**config.mk**
```make
export PLATFORM = sky130hd
export DESIGN_NAME = mem_move_sequencer
export DESIGN_NICKNAME = d
export VERILOG_FILES = /design/src/rtl/mem_move_sequencer.sv
export SDC_FILE = /design/constraint.sdc
export NUM_CORES = 1
export LEC_CHECK = 0
export CORE_UTILIZATION = 35
export CTS_CLUSTER_SIZE = 24
export DETAILED_ROUTE_END_ITERATION = 16
export SKIP_CTS_REPAIR_TIMING = 1
export SYNTH_ARGS = -nofsm -noshare
export SYNTH_HDL_FRONTEND = slang
export SYNTH_SLANG_ARGS = --single-unit
```
**constraint.sdc**
```tcl
create_clock -name CLK -period 3.2 [get_ports CLK]
set_input_delay 0.64 -clock CLK [delete_from_list [all_inputs] [get_ports CLK]]
set_output_delay 0.64 -clock CLK [all_outputs]
set_load 0.05 [all_outputs]
```
**src/rtl/mem_move_sequencer.sv**
```systemverilog
// mem_move_sequencer: byte-serial memory-to-memory copy controller.
// Ports: CLK/reset (async active-low); start, src_addr, dst_addr, length
// command inputs; mem_addr, mem_rd_en, mem_rdata, mem_wr_en, mem_wdata
// memory side; stage_we staging enable; busy, done, remaining status.
module mem_move_sequencer #(
    parameter int ADDR_W = 8,
    parameter int DATA_W = 8
) (
    input  logic              CLK,
    input  logic              reset,
    input  logic              start,
    input  logic [ADDR_W-1:0] src_addr,
    input  logic [ADDR_W-1:0] dst_addr,
    input  logic [7:0]        length,
    output logic [ADDR_W-1:0] mem_addr,
    output logic              mem_rd_en,
    input  logic [DATA_W-1:0] mem_rdata,
    output logic              mem_wr_en,
    output logic [DATA_W-1:0] mem_wdata,
    output logic              stage_we,
    output logic              busy,
    output logic              done,
    output logic [7:0]        remaining
);

    typedef enum logic [2:0] {
        S_IDLE,
        S_READ,
        S_CAPTURE,
        S_WRITE,
        S_DONE
    } state_t;

    state_t            r_state;
    state_t            w_next;
    logic [ADDR_W-1:0] r_src;
    logic [ADDR_W-1:0] r_dst;
    logic [7:0]        r_count;
    logic [DATA_W-1:0] r_stage;
    logic              w_load;
    logic              w_capture;
    logic              w_advance;

    always_ff @(posedge CLK or negedge reset) begin
        if (!reset) begin
            r_state <= S_IDLE;
        end else begin
            r_state <= w_next;
        end
    end

    always_comb begin
        w_next    = r_state;
        w_load    = 1'b0;
        w_capture = 1'b0;
        w_advance = 1'b0;
        mem_addr  = '0;
        mem_rd_en = 1'b0;
        mem_wr_en = 1'b0;
        stage_we  = 1'b0;
        busy      = 1'b0;
        done      = 1'b0;
        unique case (r_state)
            S_IDLE: begin
                if (start) begin
                    w_load = 1'b1;
                    w_next = (length == 8'd0) ? S_DONE : S_READ;
                end
            end
            S_READ: begin
                busy      = 1'b1;
                mem_rd_en = 1'b1;
                mem_addr  = r_src;
                w_next    = S_CAPTURE;
            end
            S_CAPTURE: begin
                busy      = 1'b1;
                stage_we  = 1'b1;
                w_capture = 1'b1;
                mem_addr  = r_src;
                w_next    = S_WRITE;
            end
            S_WRITE: begin
                busy      = 1'b1;
                mem_wr_en = 1'b1;
                mem_addr  = r_dst;
                w_advance = 1'b1;
                // count still holds the pre-decrement value here
                w_next    = (r_count == 8'd1) ? S_DONE : S_READ;
            end
            S_DONE: begin
                done   = 1'b1;
                w_next = S_IDLE;
            end
            default: begin
                w_next = S_IDLE;
            end
        endcase
    end

    always_ff @(posedge CLK or negedge reset) begin
        if (!reset) begin
            r_src   <= '0;
            r_dst   <= '0;
            r_count <= '0;
            r_stage <= '0;
        end else begin
            if (w_load) begin
                r_src   <= src_addr;
                r_dst   <= dst_addr;
                r_count <= length;
            end
            if (w_capture) begin
                r_stage <= mem_rdata;
            end
            // pointers wrap modulo 2^ADDR_W by plain overflow
            if (w_advance) begin
                r_src   <= r_src + 1'b1;
                r_dst   <= r_dst + 1'b1;
                r_count <= r_count - 1'b1;
            end
        end
    end

    assign mem_wdata = r_stage;
    assign remaining = r_count;

endmodule

```
==> impl_results.rst <==
.. list-table::
   :header-rows: 1

   * - Metric
     - Value
   * - Result of the run
     - complete, no violations
   * - Vertical die dimension
     - 76.3 um
   * - Synth area leaders
     - sky130_fd_sc_hd__dfrtp_1 (45%), sky130_fd_sc_hd__mux2_2 (4.7%), sky130_fd_sc_hd__nor2_1 (4.7%)
   * - Yosys synthesis warning count
     - 0
   * - H-tree levels
     - 2
   * - Fraction of final layout cells sized beyond drive strength 1
     - 15.2%
   * - Via count of the first global-routing pass
     - around 1600
   * - Share of synthesized flip-flops with an asynchronous set or reset
     - between 90% and 100%
   * - WHS
     - 503 ps
   * - Simple-gate portion of the synthesized area
     - between 20% and 30%
   * - Die outline area
     - slightly below 0.006 mm2
   * - Average detailed-routed wire length per instance
     - about 15 um
   * - Count of unique library cells instantiated by Yosys
     - 44
   * - Clock transition at the registers of the reported paths
     - ~70 ps
   * - Core area
     - ~0.0052 mm2
   * - Adder and majority gate portion of the synthesized area
     - under 10%
   * - Slowest cell on crit path
     - sky130_fd_sc_hd__clkdlybuf4s50_1
   * - Worst Hold Class
     - register to register
   * - Number of nets in the synthesized netlist
     - around 230
   * - Nets
     - approximately 290
   * - Detailed-route via count
     - 1734
   * - Starting Density
     - between 30% and 40%
   * - Critical path class
     - register to output port
   * - Number of register bits inferred by synthesis
     - 35
   * - Inserted Clock Buffers
     - 5
   * - Cells along the critical path
     - nand2b_1 > nor2_2 > clkdlybuf4s50_1
   * - Standby leakage power
     - roughly 1.1 nW
   * - Reported max-cap violation count
     - 0
   * - Final period util
     - about 83%
   * - Pre-antenna DRT Iters
     - 4
   * - Combinational family with the most area after synthesis
     - compound AO/OA/AOI/OAI gates
   * - Clock tree from TritonCTS
     - done
   * - Power density cells
     - approximately 1300 mW/mm2
   * - Cell types with the highest counts after synthesis
     - sky130_fd_sc_hd__dfrtp_1 (35), sky130_fd_sc_hd__nor2_1 (24), sky130_fd_sc_hd__nand2_1 (15)
   * - Netlist area before placement
     - 0.00193 mm2
   * - Worst-case vdd ir drop
     - just over 0.0007 V
   * - Minimum setup slack after placement
     - 817 ps
   * - Top FF cell, synth
     - sky130_fd_sc_hd__dfrtp_1
   * - Max-slew violation total from the final report
     - 0
   * - Final Skew
     - just under 7 ps
   * - Slew @ Worst Pin
     - 663 ps
   * - Insertion delay to the later sink of the worst-skew pair
     - roughly 280 ps
   * - Number of vias per cell after detailed routing
     - between 5 and 6
   * - CP Capture Type
     - output port
   * - Yosys top cell area share
     - between 40% and 50%
   * - Standard-cell row count
     - 26
   * - Antenna violations before repair
     - 0
   * - Largest area contributor in the synthesized netlist
     - sky130_fd_sc_hd__dfrtp_1
   * - Synthesis-to-layout area growth
     - 42.7%
   * - Number of enable-type register cells in the synthesized netlist
     - 0
   * - Final hold violation count
     - 0
   * - Sequential cell area fraction in the yosys report
     - approximately 45%
   * - Top fanout value on the critical path
     - 8
   * - Number of endpoints failing setup at the final stage
     - 0
   * - Final antenna-violating net count
     - 0
   * - Number of instances in the synthesized netlist
     - ~190
   * - Clock sink count
     - 35
   * - Drt drc
     - 0
   * - Shortest period the worst path allows
     - between 2000 and 3000 ps
   * - Max Fclk
     - roughly 380 MHz
   * - Setup crit start kind
     - register
   * - Post-synthesis average cell area
     - around 10 um2
   * - Count of antenna diodes in the layout
     - 0
   * - Share of the synthesized area in compound gates (AO/OA/AOI/OAI)
     - approximately a fifth
   * - Share of synthesized area spent on multiplexers
     - about 4.7%
   * - Largest net degree at the start of global routing
     - 36
   * - Global-route wire length before repair
     - 7820 um
   * - Fraction of the core area covered by cells at the end of the flow
     - approximately 53%
   * - Number of ports placed on the die boundary
     - 64
   * - Unrepaired setup endpoints after global routing
     - false
   * - GRT overflow
     - 0
   * - Clock Path Buffers
     - 2
   * - Final Wtd Congestion
     - roughly 0.76
   * - Detailed-route wire length
     - about 4800 um
   * - Port buffer count
     - 63
   * - Relative slew margins
     - between 50 and 60%
   * - Crit path required time
     - 2560 ps
   * - Cell at the root of the clock tree
     - sky130_fd_sc_hd__clkbuf_8
   * - Max incr delay on CP
     - about 850 ps
   * - Setup total negative slack
     - 0 ps
   * - Filler cell count in the final layout
     - between 500 and 600
   * - Count of routing violations after the opening detailed-route iteration
     - 80
   * - Most repeated cell in the gate-level netlist after synthesis
     - sky130_fd_sc_hd__dfrtp_1
   * - Detailed placer's ending HPWL
     - 3460 um
   * - Critical path data arrival time
     - 2020 ps
   * - Overall global routing resource usage
     - 16.8%
   * - Chip width
     - 76.3 um
   * - Setup slack after layout
     - approximately 540 ps
   * - Non-filler cells, final
     - 326
   * - Xor-xnor portion of the synthesized cell area
     - 0%
   * - Number of cells after detailed placement
     - ~320
[where the power goes]
group	internal, W	total (W)	switching, W
logic	0.000978	0.00236	0.00138
clock network	0.000153	0.000305	0.000153
registers	0.000658	0.000904	0.000246
[cell type report]
type | instances | area, um2 | area share, %
clock buffer | 7 | 76.3 | 2.77
clock inverter | 1 | 5.00 | 0.182
inverter | 6 | 22.5 | 0.817
multi-input combinational | 140 | 950 | 34.5
tap | 70 | 87.6 | 3.18
timing repair buffer | 67 | 738 | 26.8
sequential | 35 | 876 | 31.8
[stage by stage]
stage / power [W] / area (um2)
global route: 0.00378 / 2760
floorplan: 0.00241 / 1930
detailed placement: 0.00328 / 2670
finish: 0.00357 / 2760
CTS: 0.00359 / 2760
global placement: 0.00327 / 2670
[placed cells by master, fill, tap and decap left out, types with 5 or more instances in the layout]
| cell type | Yosys | layout |
|---|---|---|
| sky130_fd_sc_hd__mux2_2 | 8 | 8 |
| sky130_fd_sc_hd__a21oi_1 | 5 | 5 |
| sky130_fd_sc_hd__nand3_1 | 8 | 8 |
| sky130_fd_sc_hd__clkdlybuf4s50_1 | 0 | 54 |
| sky130_fd_sc_hd__buf_4 | 0 | 5 |
| sky130_fd_sc_hd__nor2_1 | 24 | 24 |
| sky130_fd_sc_hd__a211oi_1 | 6 | 6 |
| sky130_fd_sc_hd__nor3_1 | 7 | 7 |
| sky130_fd_sc_hd__and3_1 | 5 | 5 |
| sky130_fd_sc_hd__nand2_1 | 15 | 15 |
| sky130_fd_sc_hd__dfrtp_1 | 35 | 35 |
| sky130_fd_sc_hd__clkbuf_8 | 0 | 5 |
| sky130_fd_sc_hd__inv_1 | 5 | 5 |
| sky130_fd_sc_hd__buf_12 | 0 | 8 |
| sky130_fd_sc_hd__a22o_1 | 8 | 8 |
| sky130_fd_sc_hd__o22ai_1 | 5 | 5 |
[kinds of logic after synthesis]
group / Yosys count
AO/OA/AOI/OAI: 53
AND/OR/NAND/NOR: 75
flip-flops: 35
buffers and inverters: 18
adder cells (fa/ha/maj): 4
multiplexers: 8
[metal layers]
metal	global-route usage, %	share of wire (%)	vias up
li1	-	-	847
met1	22.8	46	825
met2	24.5	46	58
met3	7.19	8.2	4
met4	4.23	0.50	0
met5	0	0	-
[registers in the layout (all words and copies together) (netlist names)]
signal	flops
remaining	8
r_state	3
mem_wdata	8
r_src	8
r_dst	8
[worst paths after layout]
| path | end | cells past startpoint | startpoint | slack, ps |
|---|---|---|---|---|
| setup reg to reg | r_src[6]$_DFFE_PN0P_ | 6 | r_state[2]$_DFFE_PN0P_ | 1120 |
| setup / recovery | stage_we | 3 | r_state[2]$_DFFE_PN0P_ | 540 |
| min in group asynchronous | mem_wdata[0]$_DFFE_PN0P_ | 2 | reset | 770 |
| max in group asynchronous | remaining[3]$_DFFE_PN0P_ | 2 | reset | 2110 |
| hold reg to reg | r_dst[7]$_DFFE_PN0P_ | 1 | r_dst[7]$_DFFE_PN0P_ | 500 |
| hold / removal | r_dst[7]$_DFFE_PN0P_ | 1 | r_dst[7]$_DFFE_PN0P_ | 500 |
[worst max-delay path: cells and delay by family (launching register included)]
kind                   cells  cell delay, ps
DFF                        1             470
buffers and inverters      1             850
and+or+nand+nor            2             420
(Power assumes the default switching activity.)
